==> src/rtl/rtl_mch_cnt_pkg.sv <==
// ============================================================================
// rtl_mch_cnt_pkg : shared add-mode encoding and sizing helper for rtl_mch_cnt
// Revision 1.0
// ============================================================================
`default_nettype none

package rtl_mch_cnt_pkg;

    typedef enum logic {
        ADD_WRAP = 1'b0,
        ADD_SAT  = 1'b1
    } add_mode_e;

    localparam int MODE_WRAP = 0;
    localparam int MODE_SAT  = 1;

    function automatic int clog2(input int value);
        int r;
        for (r = 0; (1 << r) < value; r++) begin
        end
        return r;
    endfunction

endpackage

`default_nettype wire

==> src/rtl/rtl_sat_add.sv <==
// ============================================================================
// rtl_sat_add : counter + increment adder, saturating or wrapping, with carry
// Revision 1.0
// ============================================================================
`default_nettype none

module rtl_sat_add
    import rtl_mch_cnt_pkg::*;
#(
    parameter int WIDTH = 32,
    parameter int INCW  = 9
) (
    input  logic [WIDTH-1:0] a,
    input  logic [INCW-1:0]  b,
    input  add_mode_e        mode,
    output logic [WIDTH-1:0] sum,
    output logic             carry
);

    logic [WIDTH:0] full;

    assign full  = {1'b0, a} + (WIDTH+1)'(b);
    assign carry = full[WIDTH];
    // An all-ones counter plus any nonzero increment carries, so it stays pinned.
    assign sum   = (mode == ADD_SAT && carry) ? {WIDTH{1'b1}} : full[WIDTH-1:0];

endmodule

`default_nettype wire

==> src/rtl/rtl_mch_cnt.sv <==
// ============================================================================
// rtl_mch_cnt : multi-channel event/byte counter bank with RO / read-to-clear CPU port
// Revision 1.0
// ============================================================================
`default_nettype none

module rtl_mch_cnt
    import rtl_mch_cnt_pkg::*;
#(
    parameter int WIDTH = 32,
    parameter int NUM   = 8,
    parameter int CHN   = 16,
    parameter int CHW   = 4,
    parameter int SAT   = 1
) (
    input  logic             clk,
    input  logic             rstn,
    input  logic             vld,
    input  logic [CHW-1:0]   chid,
    input  logic [NUM-1:0]   num,
    input  logic             upen_ro,
    input  logic             upen_r2c,
    input  logic [CHW-1:0]   upaddr,
    input  logic             uprs,
    output logic             uprdy,
    output logic [WIDTH-1:0] updo,
    output logic [CHN-1:0]   ovf
);

    localparam add_mode_e MODE = (SAT == MODE_SAT) ? ADD_SAT : ADD_WRAP;

    generate
        if (clog2(CHN) > CHW) begin : g_chw_check
            $error("rtl_mch_cnt: CHW too narrow for CHN channels");
        end
    endgenerate

    logic             s1_vld;
    logic [CHW-1:0]   s1_chid;
    logic [NUM:0]     s1_inc;

    logic [WIDTH-1:0] cnt [CHN];
    logic [CHN-1:0]   ovf_q;

    logic             chid_ok;
    logic             rd_acc;
    logic [WIDTH-1:0] cur;
    logic [WIDTH-1:0] rd_mux;
    logic [CHN-1:0]   s2_hit;
    logic [CHN-1:0]   clr_hit;
    logic [WIDTH-1:0] add_a;
    logic [WIDTH-1:0] add_sum;
    logic             add_carry;

    logic             rd_v;
    logic [WIDTH-1:0] rd_d;

    // Out-of-range ids and addresses match no channel, so they drop / read as zero.
    always_comb begin
        chid_ok = 1'b0;
        cur     = '0;
        rd_mux  = '0;
        s2_hit  = '0;
        clr_hit = '0;
        rd_acc  = uprs & (upen_ro | upen_r2c);
        for (int i = 0; i < CHN; i++) begin
            if (chid == CHW'(i))    chid_ok = 1'b1;
            if (s1_chid == CHW'(i)) cur     = cnt[i];
            if (upaddr == CHW'(i))  rd_mux  = cnt[i];
            s2_hit[i]  = s1_vld && (s1_chid == CHW'(i));
            clr_hit[i] = rd_acc && upen_r2c && (upaddr == CHW'(i));
        end
        // A clear colliding with an update restarts the count from the increment.
        add_a = (|(s2_hit & clr_hit)) ? '0 : cur;
    end

    rtl_sat_add #(
        .WIDTH (WIDTH),
        .INCW  (NUM + 1)
    ) u_add (
        .a     (add_a),
        .b     (s1_inc),
        .mode  (MODE),
        .sum   (add_sum),
        .carry (add_carry)
    );

    always_ff @(posedge clk or negedge rstn) begin
        if (!rstn) begin
            s1_vld  <= 1'b0;
            s1_chid <= '0;
            s1_inc  <= '0;
        end else begin
            s1_vld  <= vld & chid_ok;
            s1_chid <= chid;
            s1_inc  <= (NUM+1)'(num) + (NUM+1)'(1);
        end
    end

    always_ff @(posedge clk or negedge rstn) begin
        if (!rstn) begin
            for (int i = 0; i < CHN; i++) begin
                cnt[i] <= '0;
            end
            ovf_q <= '0;
        end else begin
            for (int i = 0; i < CHN; i++) begin
                if (s2_hit[i]) begin
                    cnt[i]   <= add_sum;
                    ovf_q[i] <= (ovf_q[i] & ~clr_hit[i]) | add_carry;
                end else if (clr_hit[i]) begin
                    cnt[i]   <= '0;
                    ovf_q[i] <= 1'b0;
                end
            end
        end
    end

    // Read data is captured pre-update at the accepting edge, presented one edge later.
    always_ff @(posedge clk or negedge rstn) begin
        if (!rstn) begin
            rd_v  <= 1'b0;
            rd_d  <= '0;
            uprdy <= 1'b0;
            updo  <= '0;
        end else begin
            rd_v  <= rd_acc;
            rd_d  <= rd_acc ? rd_mux : '0;
            uprdy <= rd_v;
            updo  <= rd_v ? rd_d : '0;
        end
    end

    assign ovf = ovf_q;

endmodule

`default_nettype wire

==> config.mk <==
export PLATFORM = sky130hd
export DESIGN_NAME = rtl_mch_cnt
export DESIGN_NICKNAME = d
export VERILOG_FILES = /design/src/rtl/rtl_mch_cnt_pkg.sv /design/src/rtl/rtl_sat_add.sv /design/src/rtl/rtl_mch_cnt.sv
export SDC_FILE = /design/constraint.sdc
export NUM_CORES = 1
export LEC_CHECK = 0
export CORE_ASPECT_RATIO = 1.2
export CORE_UTILIZATION = 35
export DETAILED_ROUTE_END_ITERATION = 8
export SLEW_MARGIN = 15
export SYNTH_ARGS = -nofsm -noshare
export SYNTH_HDL_FRONTEND = slang
export SYNTH_SLANG_ARGS = --single-unit
==> constraint.sdc <==
create_clock -name clk -period 7.9 [get_ports clk]
set_clock_uncertainty 0.05 [all_clocks]
set_input_delay 1.975 -clock clk [delete_from_list [all_inputs] [get_ports clk]]
set_output_delay 1.975 -clock clk [all_outputs]
set_load 0.05 [all_outputs]
# Word level (Yosys, flattened, before mapping)
# Index checks and enable logic that the tools add are counted.
[word_totals]
register_bits = 608
input_bits = 22
out_inout_bits = 49
[classes]
n_addsub = 2
eq_ne = 45
n_mux = 116
n_bitwise = 52
n_reduce_logical = 53
[op_table]
columns = ["cell", "count"]
rows = [
  ["32-bit 2-to-1 mux", 68],
  ["4-bit equality test (second input constant)", 24],
  ["4-bit by 3-bit equality test with 1-bit output (second input constant)", 12],
  ["1-bit 2-to-1 mux", 48],
  ["32-bit by 9-bit adder with 33-bit output", 1],
  ["1-bit logical AND", 33],
  ["2-bit nonzero test", 16],
  ["4-bit by 2-bit equality test with 1-bit output (second input constant)", 6],
  ["1-bit AND", 18],
  ["1-bit bitwise OR", 17],
  ["16-bit AND", 1],
  ["1-bit inverter", 16],
  ["16-bit OR reduction", 1],
  ["4-bit by 1-bit equality test with 1-bit output (second input constant)", 3],
  ["4-bit logical NOT", 3],
  ["8-bit by 1-bit adder with 9-bit output (second input constant)", 1],
]

# Longest topological paths before layout
[depth]
word_depth = 21
mapped_depth = 30
mapped_depth_nobuf = 21

# Hierarchy
# Synthesis repeated with hierarchy kept, for this count alone.
[hier_totals]
cells_unflattened = 3137
area_unflattened_um2 = 32513.7
[by_module_without_submodules]
columns = ["module", "n_inst", "cells_per_inst", "area_each_um2", "seq_area_each_um2"]
rows = [
  ["rtl_mch_cnt", 1, 2965, 31323.8, 15214.6],
  ["rtl_sat_add", 1, 172, 1189.9, 0.0],
]

# Worst setup path after synthesis
# OpenSTA, ideal clock, no wires.
[synth_timing]
path_kind = "input-to-reg"
from = "in upaddr[2]"
to = "reg cnt[469] in the netlist's numbering"
setup_ns = 0.136
t_arrival_ns = 6.901
required_time_ns = 7.714
path_slack_ns = 0.813
path_stages = 24
path_buffers = 6
cell_sequence = "buf_2 -> nor2b_1 -> buf_2 -> nand3_1 -> o22ai_1 -> or4_4 -> o41a_1 -> clkbuf_1 -> clkbuf_1 -> nor2_1 -> ha_1 -> a21oi_1 -> nor2_1 -> a2111oi_0 -> o21bai_1 -> a21oi_1 -> o21a_1 -> clkbuf_1 -> nor2b_1 -> nand4_1 -> xnor2_1 -> a21oi_1 -> clkbuf_1 -> o21ai_0"
[synth_via]
elab_chain_len = 8
elab_cells_between_ends = 39
classes_between = "add/sub (1); eq/ne (15); mux (3); bitwise (1); reduce/logical (19)"
[synth_rtl]
columns = ["item", "line", "rtl"]
rows = [
  ["start, declared", "rtl_mch_cnt.sv:23", "input logic [CHW-1:0] upaddr,"],
  ["4-bit by 1-bit equality test with 1-bit output (tied with other cells)", "rtl_mch_cnt.sv:71", "clr_hit[i] = rd_acc && upen_r2c && (upaddr == CHW'(i));"],
  ["1-bit logical AND", "rtl_mch_cnt.sv:71", ""],
  ["16-bit AND", "rtl_mch_cnt.sv:74", "add_a = (|(s2_hit & clr_hit)) ? '0 : cur;"],
  ["16-bit OR reduction", "rtl_mch_cnt.sv:74", ""],
  ["32-bit 2-to-1 mux", "rtl_mch_cnt.sv:74", ""],
  ["32-bit by 9-bit adder with 33-bit output", "rtl_sat_add.sv:22", "assign full = {1'b0, a} + (WIDTH+1)'(b);"],
  ["32-bit 2-to-1 mux", "rtl_sat_add.sv:25", "assign sum = (mode == ADD_SAT && carry) ? {WIDTH{1'b1}} : full[WIDTH-1:0];"],
  ["32-bit 2-to-1 mux", "rtl_mch_cnt.sv:108", "if (s2_hit[i]) begin"],
  ["end signal, assigned by index", "rtl_mch_cnt.sv:109", "cnt[i] <= add_sum;"],
  ["end, declared", "rtl_mch_cnt.sv:42", "logic [WIDTH-1:0] cnt [CHN];"],
]
# Several ways; a longest one is shown, not always the timed one.
# A chain may end at the register's enable or synchronous reset.

# Worst setup path in the final report
[layout_timing]
from = "in upaddr[3]"
to = "reg cnt[443] in the netlist's numbering"
# The elaborated chain is that of the path after synthesis.

==> impl_metrics.json <==
{
  "htree_levels": 3,
  "synth_cells": 3068,
  "fillers": 8510,
  "die_y_um": 326,
  "first_pass_iters": 8,
  "reg2reg_depth": 22,
  "routabilityCongestion": 1.01,
  "powerDensity_mw_per_mm2": 284,
  "yosysWarningCount": 0,
  "synth_area_mm2": 0.0305,
  "first_iter_violations": 4226,
  "die_x_um": 272,
  "seq_area_frac_synth_pct": 49.8,
  "drive_gt1_share_pct": 13.5,
  "ys_ff_latch": 608,
  "critPathBufInv": 2,
  "postCtsSetupBuffers": 0,
  "avgSynthCellArea_um2": 9.96,
  "hold_viol_final": 0,
  "num_vias": 28700,
  "crit_chain": "clkdlybuf4s50_1 > nand2b_1 > nor2_4 > a22o_1 > or4_4 > o41ai_4 > o221ai_1 > a21oi_1 > ha_1 > fa_1 > a211o_1 > a211oi_1 > o21bai_1 > nand3_1 > and2_1 > nor3_2 > and3_1 > nor2_1 > buf_4 > o21ai_0",
  "cts_tree": "done",
  "max-cap-violations": 0,
  "worst-path-max-fanout": 16,
  "hpwl_um": 92200,
  "clock_latency_ns": 0.64,
  "fmax_mhz": 137,
  "ys_async_sr_fraction_pct": 100,
  "clk_pin_slew_ns": 0.06,
  "worst_path_max_delay_cell": "and3_1",
  "crit_type": "primary input to flip-flop",
  "tightest_slew_ns": 1.26,
  "setup_viol": 0,
  "grt_pass1_vias": 28100,
  "crit_path_start_kind": "primary input",
  "grt_pass1_wl_um": 207000,
  "antenna_found_initial": 5,
  "drv_slew": 0,
  "hold_class": "flip-flop to flip-flop",
  "hold_buffers": 0,
  "wl_per_cell_um": 33.5,
  "hold_depth": 1,
  "drc": 0,
  "arrival_ns": 7.76,
  "cts.path.max_buffers": 3,
  "setup_tns_ns": 0,
  "start_util_pct": 35.4,
  "irDropWorstVdd_v": 0.000237,
  "rows": 118,
  "cp-end-kind": "flip-flop",
  "rsz0062_at_grt": "no",
  "p_leak_uw": 0.0154,
  "dieArea_mm2": 0.0885,
  "post_cts_resized": 0,
  "finalCritPeriodShare_pct": 92.4,
  "clock_sinks": 608,
  "final_util_pct": 41.1,
  "track_usage_pct": 32.4,
  "grt_max_degree": 153,
  "portBuffers": 70,
  "via_per_inst": 6.68,
  "final_antenna_net_count": 0,
  "area_growth_pct": 16.2,
  "status": "complete, no violations",
  "critPathMaxStageDelay_ns": 0.72,
  "syn_nets": 3101,
  "yosysUniqueCellTypes": 87,
  "slew_headroom_pct": 15.4,
  "core-area_mm2": 0.0864,
  "ios": 71,
  "final_cells": 4302,
  "grt_overflow_total": 0,
  "cp.required_ns": 8.36,
  "wl_um": 144000,
  "synth_edf_count": 0,
  "dp_cells": 4172,
  "min_period_ns": 7.30,
  "synth_flop_cell": "dfrtp_1",
  "path_depth": 20,
  "clock-root-buffer": "clkbuf_16",
  "cts_made_buffers": 70,
  "crit_family": "simple AND/OR/NAND/NOR gates",
  "nets": 3139
}
report_power, final:
group	switching, µW	internal (µW)	total [µW]
sequential	634	3800	4440
combinational	1380	903	2280
clock	1390	1960	3350
kinds of logic (layout without fill, tap and decap cells):
family,after synthesis,after routing,share of synthesized area [%]
AOI/OAI and AO/OA,1177,1177,26.3
and+or+nand+nor,806,806,12.0
DFF,608,608,49.8
buffers and inverters,300,392,4.08
muxes,132,132,6.37
xor gates and xnor gates,34,34,0.975
adders and majority gates,11,11,0.475
other,0,2,0
per-layer routing:
| layer | global-route usage (%) | vias to the layer above | part of all wire (%) |
|---|---|---|---|
| li1 | - | 11600 | - |
| met1 | 40.3 | 14400 | 36 |
| met2 | 48.1 | 2147 | 43 |
| met3 | 9.08 | 610 | 12 |
| met4 | 23.3 | 8 | 8.8 |
| met5 | 0.644 | - | 0.11 |
cell usage in the layout, fill, tap and decap left out, drive strengths merged, types with 14 or more instances in the layout:
cell,n
clkdlybuf4s50,67
nor2b,20
mux2,20
a22o,263
clkinv,15
nor2,167
o21ai,395
xnor2,18
mux4,48
nand3,42
a22oi,82
inv,23
a21oi,155
dfrtp,608
a222oi,33
nand2b,28
nand4,14
nor3,30
a211oi,14
and2,45
nand2,391
a221oi,60
clkbuf,102
o22ai,36
buf,179
xor2,16
a31oi,30
mux2i,64
o211ai,15
area by class of cell:
type	count	area, µm²	area share [%]
sequential	608	15200	42.9
multi-input combinational	2160	14400	40.5
timing repair buffer	246	2070	5.84
clock buffer	102	2030	5.73
tap	1140	1430	4.02
clock inverter	24	285	0.804
inverter	20	75.1	0.212
antenna	2	5.00	0.0141
state kept, by name, summed over array words and instances (netlist names):
register	flops
rd_v	1
ovf	16
s1_inc	9
cnt	512
s1_chid	4
rd_d	32
s1_vld	1
uprdy	1
updo	32
cell usage after synthesis (7+ instances only):
cell | instances | area (µm²)
dfrtp_1 | 608 | 15200
nand2_1 | 390 | 1460
o21ai_0 | 290 | 1450
a22o_1 | 263 | 2300
clkbuf_1 | 193 | 724
nor2_1 | 166 | 623
a21oi_1 | 154 | 771
o21ai_1 | 102 | 510
a22oi_1 | 82 | 616
mux2i_1 | 64 | 641
a221oi_1 | 60 | 526
buf_2 | 60 | 300
mux4_2 | 48 | 1080
and2_1 | 44 | 275
nand3_1 | 42 | 210
o22ai_1 | 36 | 225
a222oi_1 | 33 | 330
a31oi_1 | 30 | 188
nor3_1 | 29 | 145
nand2b_1 | 28 | 175
mux2_2 | 20 | 225
nor2b_1 | 19 | 119
inv_1 | 18 | 67.6
xnor2_1 | 18 | 158
xor2_1 | 16 | 140
buf_1 | 15 | 56.3
o211ai_1 | 15 | 113
a211oi_1 | 14 | 105
nand4_1 | 14 | 87.6
a221o_1 | 12 | 120
or3_1 | 12 | 75.1
buf_4 | 10 | 75.1
ha_1 | 10 | 125
o221ai_1 | 10 | 87.6
o2bb2ai_1 | 9 | 78.8
and3_1 | 8 | 50.1
nand3b_1 | 8 | 60.1
nor4_1 | 8 | 50.1
o21a_1 | 7 | 52.6
final timing paths:
path | start | end | slack (ns)
worst max-delay path | upaddr[3] | cnt[443]$_DFFE_PN0P_ | 0.60
worst min-delay path | rd_d[9]$_DFF_PN0_ | updo[9]$_DFF_PN0_ | 0.40
worst max register to register | s1_chid[2]$_DFF_PN0_ | cnt[171]$_DFFE_PN0P_ | 1.06
worst min register to register | rd_d[9]$_DFF_PN0_ | updo[9]$_DFF_PN0_ | 0.40
max in group asynchronous | rstn | s1_chid[0]$_DFF_PN0_ | 5.10
min in group asynchronous | rstn | cnt[483]$_DFFE_PN0P_ | 1.24
worst register-to-register path: stages (launching register included):
cell	delay, ns
dfrtp_2	0.81
buf_4	0.46
or3_1	0.60
o22ai_1	0.20
a21oi_1	0.15
a21oi_1	0.09
a21oi_1	0.47
nand3_1	0.19
o21ai_0	0.19
a21oi_1	0.18
ha_1	0.25
fa_1	0.47
a211o_1	0.33
a211oi_1	0.27
o21bai_1	0.15
nand3_1	0.11
nand2_1	0.27
nand3_1	0.16
nor2_1	0.05
nand2_1	0.06
buf_4	0.33
nand2_1	0.48
a22o_1	0.39
stage by stage:
stage | total power, µW | setup slack (ns) | hold slack (ns) | cell area [µm²]
after floorplan | 5670 | 0.813 | 0.362 | 30500
after global placement | 6620 | 0.227 | 0.387 | 33100
after detailed placement | 6660 | 0.114 | 0.390 | 33100
after CTS | 9990 | 0.718 | 0.403 | 35500
after global routing | 10400 | 0.373 | 0.404 | 35500
final | 10100 | 0.600 | 0.401 | 35500
No activity file was read; power rests on OpenSTA's default activity.
